==> src/rtl/uart_cmd_rx.sv <==
// uart_cmd_rx: oversampling UART receiver with an ASCII "X:ddd" command-line parser.
//
// Optional feature: define UART_CMD_PARITY_EN for 8E1 framing (even parity bit
// between the last data bit and the stop bit). Undefined: plain 8N1.
//
// Ports:
//   clk        in   system clock, rising edge
//   reset      in   asynchronous, active-low reset
//   rx         in   asynchronous serial input, idle high
//   byte_valid out  one-cycle strobe per correctly framed byte
//   byte_data  out  last received byte, held until next byte_valid
//   cmd_valid  out  one-cycle strobe per valid command line
//   cmd_code   out  command letter 'A'..'Z', held until next cmd_valid
//   cmd_value  out  decimal value 0..999, held until next cmd_valid
//   cmd_err    out  one-cycle strobe on framing/parity/syntax/overflow error
module uart_cmd_rx #(
    parameter int unsigned CLK_FREQ = 100_000_000,
    parameter int unsigned BAUD     = 9600,
    parameter int unsigned OVS      = 16
) (
    input  logic       clk,
    input  logic       reset,
    input  logic       rx,
    output logic       byte_valid,
    output logic [7:0] byte_data,
    output logic       cmd_valid,
    output logic [7:0] cmd_code,
    output logic [9:0] cmd_value,
    output logic       cmd_err
);

    localparam int unsigned DIV   = CLK_FREQ / (BAUD * OVS);
    localparam int unsigned DIV_W = (DIV > 1) ? $clog2(DIV) : 1;
    localparam int unsigned OVS_W = (OVS > 1) ? $clog2(OVS) : 1;
    localparam int unsigned HALF  = OVS / 2;

`ifdef UART_CMD_PARITY_EN
    typedef enum logic [2:0] {R_IDLE, R_START, R_DATA, R_PARITY, R_STOP, R_WAIT_HI} rx_state_t;
`else
    typedef enum logic [2:0] {R_IDLE, R_START, R_DATA, R_STOP, R_WAIT_HI} rx_state_t;
`endif
    typedef enum logic [1:0] {P_IDLE, P_COLON, P_DIGIT, P_FLUSH} p_state_t;

    rx_state_t        rstate;
    p_state_t         pstate;
    logic             rx_meta;
    logic             rx_s;
    logic [DIV_W-1:0] div_cnt;
    logic [OVS_W-1:0] ovs_cnt;
    logic [2:0]       bit_cnt;
    logic [7:0]       shreg;
    logic [7:0]       code_q;
    logic [9:0]       acc;
    logic [1:0]       dcnt;
    logic             tick_c;
    logic             ovs_last_c;
    logic             stop_sample_c;
    logic             par_ok_c;
    logic             frame_bad_c;
    logic             is_eol_c;
    logic             is_letter_c;
    logic             is_digit_c;

    // Two-flop synchronizer, idles high so reset does not look like a start bit
    always_ff @(posedge clk or negedge reset) begin
        if (!reset) begin
            rx_meta <= 1'b1;
            rx_s    <= 1'b1;
        end else begin
            rx_meta <= rx;
            rx_s    <= rx_meta;
        end
    end

    assign tick_c        = (div_cnt == DIV_W'(DIV - 1));
    assign ovs_last_c    = (ovs_cnt == OVS_W'(OVS - 1));
    assign stop_sample_c = (rstate == R_STOP) && tick_c && ovs_last_c;

`ifdef UART_CMD_PARITY_EN
    logic par_bad;
    assign par_ok_c = !par_bad;
`else
    assign par_ok_c = 1'b1;
`endif

    // Bad stop bit or parity mismatch at the stop sample
    assign frame_bad_c = stop_sample_c && !(rx_s && par_ok_c);

    // Receiver: divider, oversample counter and deframing FSM
    always_ff @(posedge clk or negedge reset) begin
        if (!reset) begin
            rstate     <= R_IDLE;
            div_cnt    <= '0;
            ovs_cnt    <= '0;
            bit_cnt    <= '0;
            shreg      <= '0;
            byte_valid <= 1'b0;
            byte_data  <= '0;
`ifdef UART_CMD_PARITY_EN
            par_bad    <= 1'b0;
`endif
        end else begin
            byte_valid <= 1'b0;
            div_cnt    <= tick_c ? '0 : div_cnt + DIV_W'(1);
            case (rstate)
                R_IDLE: begin
                    // Realign the bit grid to the detected falling edge
                    if (!rx_s) begin
                        div_cnt <= '0;
                        ovs_cnt <= '0;
                        rstate  <= R_START;
                    end
                end
                R_START: begin
                    if (tick_c) begin
                        if (ovs_cnt == OVS_W'(HALF - 1)) begin
                            ovs_cnt <= '0;
                            bit_cnt <= '0;
                            rstate  <= rx_s ? R_IDLE : R_DATA;
                        end else begin
                            ovs_cnt <= ovs_cnt + OVS_W'(1);
                        end
                    end
                end
                R_DATA: begin
                    if (tick_c) begin
                        if (ovs_last_c) begin
                            ovs_cnt <= '0;
                            shreg   <= {rx_s, shreg[7:1]};
                            bit_cnt <= bit_cnt + 3'd1;
                            if (bit_cnt == 3'd7) begin
`ifdef UART_CMD_PARITY_EN
                                rstate <= R_PARITY;
`else
                                rstate <= R_STOP;
`endif
                            end
                        end else begin
                            ovs_cnt <= ovs_cnt + OVS_W'(1);
                        end
                    end
                end
`ifdef UART_CMD_PARITY_EN
                R_PARITY: begin
                    if (tick_c) begin
                        if (ovs_last_c) begin
                            ovs_cnt <= '0;
                            par_bad <= rx_s ^ (^shreg);
                            rstate  <= R_STOP;
                        end else begin
                            ovs_cnt <= ovs_cnt + OVS_W'(1);
                        end
                    end
                end
`endif
                R_STOP: begin
                    if (tick_c) begin
                        if (ovs_last_c) begin
                            ovs_cnt <= '0;
                            if (rx_s && par_ok_c) begin
                                byte_valid <= 1'b1;
                                byte_data  <= shreg;
                            end
                            rstate <= rx_s ? R_IDLE : R_WAIT_HI;
                        end else begin
                            ovs_cnt <= ovs_cnt + OVS_W'(1);
                        end
                    end
                end
                R_WAIT_HI: begin
                    if (rx_s) rstate <= R_IDLE;
                end
                default: rstate <= R_IDLE;
            endcase
        end
    end

    assign is_eol_c    = (byte_data == 8'h0D) || (byte_data == 8'h0A);
    assign is_letter_c = (byte_data >= 8'h41) && (byte_data <= 8'h5A);
    assign is_digit_c  = (byte_data >= 8'h30) && (byte_data <= 8'h39);

    // Line parser; framing errors and byte strobes never coincide
    always_ff @(posedge clk or negedge reset) begin
        if (!reset) begin
            pstate    <= P_IDLE;
            code_q    <= '0;
            acc       <= '0;
            dcnt      <= '0;
            cmd_valid <= 1'b0;
            cmd_code  <= '0;
            cmd_value <= '0;
            cmd_err   <= 1'b0;
        end else begin
            cmd_valid <= 1'b0;
            cmd_err   <= frame_bad_c;
            if (frame_bad_c) begin
                if (pstate != P_IDLE) pstate <= P_FLUSH;
            end else if (byte_valid) begin
                case (pstate)
                    P_IDLE: begin
                        if (is_letter_c) begin
                            code_q <= byte_data;
                            pstate <= P_COLON;
                        end else if (!is_eol_c) begin
                            cmd_err <= 1'b1;
                            pstate  <= P_FLUSH;
                        end
                    end
                    P_COLON: begin
                        if (byte_data == 8'h3A) begin
                            acc    <= '0;
                            dcnt   <= '0;
                            pstate <= P_DIGIT;
                        end else begin
                            cmd_err <= 1'b1;
                            pstate  <= P_FLUSH;
                        end
                    end
                    P_DIGIT: begin
                        if (is_digit_c) begin
                            if (dcnt == 2'd3) begin
                                cmd_err <= 1'b1;
                                pstate  <= P_FLUSH;
                            end else begin
                                acc  <= 10'(acc * 10'd10) + {6'd0, byte_data[3:0]};
                                dcnt <= dcnt + 2'd1;
                            end
                        end else if (is_eol_c) begin
                            if (dcnt != 2'd0) begin
                                cmd_valid <= 1'b1;
                                cmd_code  <= code_q;
                                cmd_value <= acc;
                            end else begin
                                cmd_err <= 1'b1;
                            end
                            pstate <= P_IDLE;
                        end else begin
                            cmd_err <= 1'b1;
                            pstate  <= P_FLUSH;
                        end
                    end
                    P_FLUSH: begin
                        if (is_eol_c) pstate <= P_IDLE;
                    end
                    default: pstate <= P_IDLE;
                endcase
            end
        end
    end

endmodule

==> config.mk <==
export PLATFORM = sky130hd
export DESIGN_NAME = uart_cmd_rx
export DESIGN_NICKNAME = d
export VERILOG_FILES = /design/src/rtl/uart_cmd_rx.sv
export SDC_FILE = /design/constraint.sdc
export NUM_CORES = 1
export LEC_CHECK = 0
export BUFFER_PORTS_ARGS = -buffer_cell sky130_fd_sc_hd__buf_4
export CAP_MARGIN = 20
export CORE_AREA = 10 10 139 141
export DETAILED_ROUTE_END_ITERATION = 7
export DIE_AREA = 0 0 149 151
export PLACE_DENSITY = 0.48
export SYNTH_ARGS = -nofsm -noshare
export SYNTH_HDL_FRONTEND = slang
export SYNTH_SLANG_ARGS = --single-unit
==> constraint.sdc <==
create_clock -name clk -period 5.4 [get_ports clk]
set_input_delay 0.81 -clock clk [delete_from_list [all_inputs] [get_ports clk]]
set_output_delay 0.81 -clock clk [all_outputs]
set_load 0.02 [all_outputs]
Word-level counts from Yosys, hierarchy flattened. Cells that the tools add are included.

Register bits after elaboration: 81. Input port bits: 3. Output and inout port bits: 29. Word-level logic and storage cells: 151.

Add/sub/neg operators: 5. Multiply operators: 1. $lt $le $gt $ge: 4. Eq/ne operators: 32. Muxes and demuxes: 65. Bitwise operators: 2. Reductions and logical operators: 25.

Operators with widths (count): 10-bit 2-to-1 mux (6); 3-bit 2-to-1 mux (14); 2-bit 2-to-1 mux (13); 2-bit != test (second input constant) (12); 1-bit 2-to-1 mux (20); 4-bit 2-to-1 mux (5); 10-bit case mux with 2 select lines (1); 8-bit by 4-bit == test with 1-bit output (second input constant) (2); 3-bit case mux with 5 select lines (1); 4-bit case mux with 3 select lines (1); 4-bit AND reduction (3); 6-bit AND reduction (2); 10-bit by 1-bit adder with 10-bit output (second input constant) (1); 10-bit by 4-bit adder with 10-bit output (1); 10-bit == test (second input constant) (1); 10-bit by 3-bit multiplier with 9-bit output (second input constant) (1); 5-bit AND reduction (2); 2-bit nonzero test (5); 9-bit AND reduction (1); 8-bit by 6-bit == test with 1-bit output (second input constant) (1); 8-bit by 6-bit greater-or-equal comparator with 1-bit output (second input constant) (1); 8-bit by 7-bit greater-or-equal comparator with 1-bit output (second input constant) (1); 8-bit by 6-bit <= comparator with 1-bit output (second input constant) (1); 8-bit by 7-bit <= comparator with 1-bit output (second input constant) (1); 26 further kinds (37).

Longest topological paths before layout. Gate-level depths: netlist of the first run.

Word-level depth: 7. Gate-level depth with buffers: 9. Depth with buffers taken out: 9.

Least setup slack after synthesis of the first run. OpenSTA, ideal clock, no wires.

Path type: register -> register. Start point: register acc[1]. End point: register acc[9]. Library setup time: 95 ps. Arrival time: 2407 ps. Required time: 5305 ps. Path slack: 2898 ps. Stages on the path, launching flop included: 9. Buffers on the path: 0. Clock period less this slack: 2502 ps. Path through: dfrtp_1 > ha_1 > ha_1 > fa_1 > xor2_1 > nand4_1 > nand3b_1 > xnor3_1 > o31ai_1.

Cells in the longest elaborated chain, start to end: 5.

Ends and longest elaborated chain: from (decl) (line 53) `logic [9:0] acc;`; from (signal assigned) (line 225) `acc <= 10'(acc * 10'd10) + {6'd0, byte_data[3:0]};`; 10-bit by 3-bit multiplier with 9-bit output (line 225); 10-bit by 4-bit adder with 10-bit output (line 225); 10-bit 2-to-1 mux (line 221) `if (dcnt == 2'd3) begin`; 10-bit 2-to-1 mux (line 220) `if (is_digit_c) begin`; 10-bit case mux with 2 select lines (line 199) `case (pstate)`.

No other way between the ends. The select of a mux whose other input is x is not followed. A chain may end at the register's enable or synchronous reset.

Worst setup path after layout of the first run.
Start point: register byte_data[4]. End point: register cmd_code[7].

Cells in the longest elaborated chain, start to end: 4. Elaborated cells between the ends (all ways): 8. Those cells by class: order compare: 2; eq/ne: 2; bitwise: 1; reduce/logical: 3.

Ends and longest elaborated chain: from (decl) (line 25) `output logic [7:0] byte_data,`; from (signal assigned) (line 162) `byte_data <= shreg;`; 8-bit by 6-bit greater-or-equal comparator with 1-bit output / 8-bit by 6-bit <= comparator with 1-bit output (equally long branches) (line 180) `assign is_digit_c = (byte_data >= 8'h30) && (byte_data <= 8'h39);`; 1-bit logical AND (line 180); 1-bit inverter (no line); 6-bit AND reduction (no line) (*); to (signal assigned) (line 231) `cmd_code <= code_q;`; to (decl) (line 27) `output logic [7:0] cmd_code,`.

Every way passes the cells marked *; elsewhere a longest branch is shown, timed or not.

==> results of run 1 <==
## kinds of logic after synthesis
kind of cell / Yosys count / share of synthesized area, %
xor+xnor: 20 / 4.64
mux: 31 / 9.41
simple gates: 142 / 17.1
flops: 81 / 49.9
compound gates: 57 / 9.29
buf+inv: 20 / 2.21
fa+ha+maj: 23 / 7.44
## placed cells by master (no fill, tap or decap), types with 8 or more instances in the layout
cell,n
dfrtp_1,79
nand2_1,62
nor2_1,31
buf_4,31
mux2_2,22
ha_1,21
o21ai_0,18
nand3_1,15
xor2_1,12
mux2_4,9
clkbuf_16,9
inv_1,8
## where the power goes
part / leakage, nW / internal [W] / switching (W)
Clock: 0.151 / 0.000395 / 0.000242
Sequential: 1.11 / 0.000608 / 0.000000936
Combinational: 1.08 / 0.00000332 / 0.0000127
Total: 2.34 / 0.00101 / 0.000255
## cell type report
type                    instances  area share, %
well taps                     220           5.66
clock buffers                  12           5.48
repair buffers                 32           5.35
clock inverters                 4           1.03
multi-input cells             273           40.1
flip-flops and latches         81           41.7
inverters                       9          0.694
## state kept, by name, summed over array words and instances (netlist names), 2 cells and up
name       flops
dcnt           2
acc           10
rstate         3
cmd_code       8
bit_cnt        3
shreg          8
pstate         2
div_cnt       10
cmd_value     10
ovs_cnt        4
code_q         8
byte_data      8
## through the flow
step	instances	area [um^2]	worst slack (ps)	total power [W]	utilization [%]
2_1_floorplan	374	4070	2900	0.000621	-
3_3_place_gp	614	4520	2680	0.000635	27.5
3_5_place_dp	614	4520	2600	0.000635	27.5
4_1_cts	630	4840	2590	0.00129	29.4
5_1_grt	631	4860	2430	0.00131	29.5
6_report	631	4860	2610	0.00126	29.5
## metal layers
metal  vias up  global-route usage (%)  part of all wire, %
li1       1386                       -                    -
met1      1376                    10.0                   47
met2        48                    12.9                   47
met3        10                    3.55                  5.4
met4         0                    2.11                 0.80
met5         -                       0                    0
## worst paths after layout
kind	start	to	slack [ps]
min in group asynchronous	reset	cmd_value[4]	430
max	byte_data[4]	cmd_code[7]	2610
max in group asynchronous	reset	div_cnt[2]	4380
min	rx_meta	rx_s	360
min reg2reg	rx_meta	rx_s	360
max reg2reg	byte_data[4]	cmd_code[7]	2610
==> run metrics, run 1 <==
worst-path fanout max 19; EDFF count, synth 0; Register Area 2030 um^2; largest net degree at the start of global routing 82; DR WL/cell 13.8 um; Routed Antenna Nets 0; Slew Limit Fails 0; Worst-Margin Slew 1060 ps; Yosys reg bits 81; worst vdd ir about 140 uV; # rows 47; critical path cell sequence nor4_1 > o211ai_1 > nor2_1 > and4_1 > mux2_2; reg2reg path depth 5; Post-CTS Setup Repair Bufs 0; LEAKAGE 2.34 nW; top_reg_cell synth dfrtp_1; Synth Net Count 400; Ys Warns 0; initial antenna violation count 0; layout cells sized above 1 21.4%; Worst Skew 8.95 ps; Required @ worst endpoint 5620 ps; largest cells by area after synthesis dfrtp_1, ha_1, mux2_2, nand2_1, mux2_4; CTS clk-pin slew, worst paths 60 ps; Starting Density 24.7%; clk root buf clkbuf_16; most common cell in the synthesized netlist dfrtp_1; Final Hold Fails 0; ant diodes 0; worst hold path class flip-flop to flip-flop; CP Class flip-flop to flip-flop; Netlist cell types 54; nets@finish 432; CORE AREA 16500 um^2; fin crit share 51.7%; layout overhead on the synthesized area 19.6%; number of DRC markers in iteration 0 198; Pwr Density 259 nW/um^2; critical path startpoint category flip-flop; Cell Area, Synth between 4000 and 5000 um^2; Syn Inst Count roughly 370; Die W 149 um; GPL Wtd Cong ~0.77; vias per inst about 4.5; Max Cap Viol 0; Critical-path top delay cell and4_1; worst hold path depth 0; H-tree depth reported by CTS 3; Sinks on Clock Net 81; Fmax achieved approximately 360 MHz; CTS buffer count 9; all-layer global routing usage roughly 8.2%; CP Capture Type flip-flop; CTS Buffer Depth 2; Synth top area share 48.6%; vias in the first global route between 2k and 3k; First-pass DRT Iterations 4; share of synthesized area occupied by flip-flops and latches 49.9%; Worst Path Buf+Inv 0; crit path DAT 3010 ps; cell taking the most area after synthesis dfrtp_1; Tmin final 2790 ps; number of cells on the critical path 5; WL final ~8.7 mm; outcome finished, final reports clean; via count around 2.8k; ys async rst share 100%; Clock Latency Late Sink 340 ps; hold_ws around 360 ps; area taken by multi-input logic gates 1950 um^2; DIE AREA roughly 22000 um^2; DRC 0; endpoints failing setup 0; Post-DP HPWL 6.19 mm; setup repair after global routing missed its margin false; worst relative slew slack slightly below 30%; # port buffers 31; Overflow after GRT 0; Post-CTS Hold Buffers 0; I/O pin count 32; Layout fillers 1709; Avg Inst Size Synth 10.9 um^2; setup TNS 0 ps; PostCTS Resize Cnt 0; die height 151 um; Commonest cells post-synth dfrtp_1, nand2_1, nor2_1; Top delay family on crit path simple AND/OR/NAND/NOR gates; max incr delay on CP 920 ps; CTS tree built; first-pass GRT wire length 14.7 mm
Note: power is estimated with default switching activity, not from simulation.
==> inputs of run 2 (changes only) <==
==> constraint.sdc (replaced) <==
create_clock -name clk -period 2.8 [get_ports clk]
set_input_delay 0.42 -clock clk [delete_from_list [all_inputs] [get_ports clk]]
set_output_delay 0.42 -clock clk [all_outputs]
set_load 0.02 [all_outputs]
==> run 2 against run 1 <==
Compared with the run above: flip-flop and latch count unchanged; non-clock buffer count increased by 8; sequential share of layout area decreased by 0.44 points; highest routed layer unchanged; register-to-register slack got worse by 2400 ps; critical path depth increased by 4; combinational power increased by 84%; cell count increased by 1.3%; setup slack got worse by 2400 ps; global-route usage about the same.
==> run metrics, run 2 (synthesis results as in run 1) <==
Worst-Margin Slew 771 ps (-288 ps); Required @ worst endpoint 3050 ps (-2570 ps); nets@finish 440 (+1.9%); vias in the first global route 2881 (+2.1%); Worst Skew 8.91 ps (-0.0376 ps); outcome finished, final reports clean; CTS tree built; Post-CTS Setup Repair Bufs 0 (unchanged); all-layer global routing usage 8.16% (about the same); layout cells sized above 1 22.9% (+1.5 points); most frequent cells in the layout dfrtp_1, nand2_1, buf_4, nor2_1, mux2_2; setup repair after global routing missed its margin false; crit path DAT 2830 ps (-180 ps); worst-path fanout max 4 (-15); Max Cap Viol 0 (unchanged); number of DRC markers in iteration 0 144 (-27%); H-tree depth reported by CTS 3 (unchanged); hold_ws 42.0 ps (-313 ps); # rows 47 (unchanged); setup TNS 0 ps (unchanged); fin crit share 92.1% (+40 points); Post-CTS Hold Buffers 0 (unchanged); Pwr Density 495 nW/um^2 (+91%); commonest non-fill, non-tap cell in the layout dfrtp_1; worst relative slew slack 47.9% (+19 points); First-pass DRT Iterations 4 (unchanged); worst vdd ir 278 uV (+100%); DRC 0 (unchanged); largest net degree at the start of global routing 45 (-45%); Tmin final 2580 ps (-210 ps); # port buffers 31 (unchanged); DIE AREA 22500 um^2 (unchanged); GPL Wtd Cong 0.807 (+4.3%); biggest regs acc x10, cmd_value x10, div_cnt x10; ant diodes 0 (unchanged); Slew Limit Fails 0 (unchanged); Routed Antenna Nets 0 (unchanged); clk root buf clkbuf_16; Overflow after GRT 0 (unchanged); Sinks on Clock Net 81 (unchanged); LEAKAGE 2.37 nW (+1.5%); PostCTS Resize Cnt 0 (unchanged); DR WL/cell 13.4 um (-2.7%); initial antenna violation count 0 (unchanged); dpl cells 623 (+1.5%); first-pass GRT wire length 14.8 mm (+0.37%); CTS Buffer Depth 2 (unchanged); endpoints failing setup 0 (unchanged); Final Hold Fails 0 (unchanged); Layout fillers 1711 (+0.12%); CTS clk-pin slew, worst paths 60 ps (about the same); Layout Cells excl Fill 639 (+1.3%); via count 2815 (-0.18%); CP Class flip-flop to flip-flop; CORE AREA 16500 um^2 (unchanged); Post-DP HPWL 6.26 mm (+1.0%); layout overhead on the synthesized area 20.8%; CTS buffer count 9 (unchanged); Clock Latency Late Sink 340 ps (about the same); Starting Density 24.7% (unchanged); worst hold path class primary input to asynchronous set/reset pin; I/O pin count 32 (unchanged); WL final 8.57 mm (-1.5%); Tot Pwr 0.00243 W (+93%); CP Capture Type flip-flop; critical path startpoint category flip-flop; vias per inst 4.41 (-1.4%); Fmax achieved 388 MHz (+8.2%); Die W 149 um (unchanged); die height 151 um (unchanged)
[run 2: report_power, final]
part           switching (W)  total [W]  internal (W)
registers         0.00000154    0.00117       0.00117
clock network       0.000485    0.00123      0.000744
logic              0.0000242  0.0000295    0.00000527
[run 2: worst max-delay path, stage by stage (launching register included)]
cell and delay [ps]:
dfrtp_1 410, ha_1 290, ha_1 220, fa_1 410, a211oi_1 230, nor2_1 90
xor2_1 200, nand3b_1 100, xnor3_1 360, o31ai_1 180
[run 2: worst paths after layout]
path,start,cells after the start,slack (ps),endpoint
setup / recovery,acc[3],9,220,acc[9]
hold / removal,reset,1,40,cmd_value[5]
setup reg to reg,acc[3],9,220,acc[9]
hold reg to reg,rx_meta,0,360,rx_s
max in group asynchronous,reset,2,2140,div_cnt[0]
min in group clk,rx,1,190,rx_meta
[run 2: layout make-up]
cell class	count	area (um^2)	share of cell area, %
well taps	220	275	5.60
clock buffers	11	253	5.14
multi-input cells	273	1950	39.7
flip-flops and latches	81	2030	41.3
clock inverters	5	62.6	1.27
inverters	9	33.8	0.687
repair buffers	40	313	6.36
[run 2: routing by layer]
metal / up-vias / wire [um] / track usage, %
met1: 1371 / 4010 / 9.89
met5: - / 0 / 0
met3: 7 / 474 / 3.61
met4: 0 / 88 / 2.21
met2: 42 / 4000 / 12.9
li1: 1395 / - / -
[run 2: through the flow]
stage	util, %	worst slack [ps]	instance area (um^2)
6_report	29.9	220	4920
3_3_place_gp	27.9	232	4600
3_5_place_dp	27.9	208	4600
4_1_cts	29.9	196	4920
2_1_floorplan	-	298	4070
5_1_grt	29.9	41.6	4920
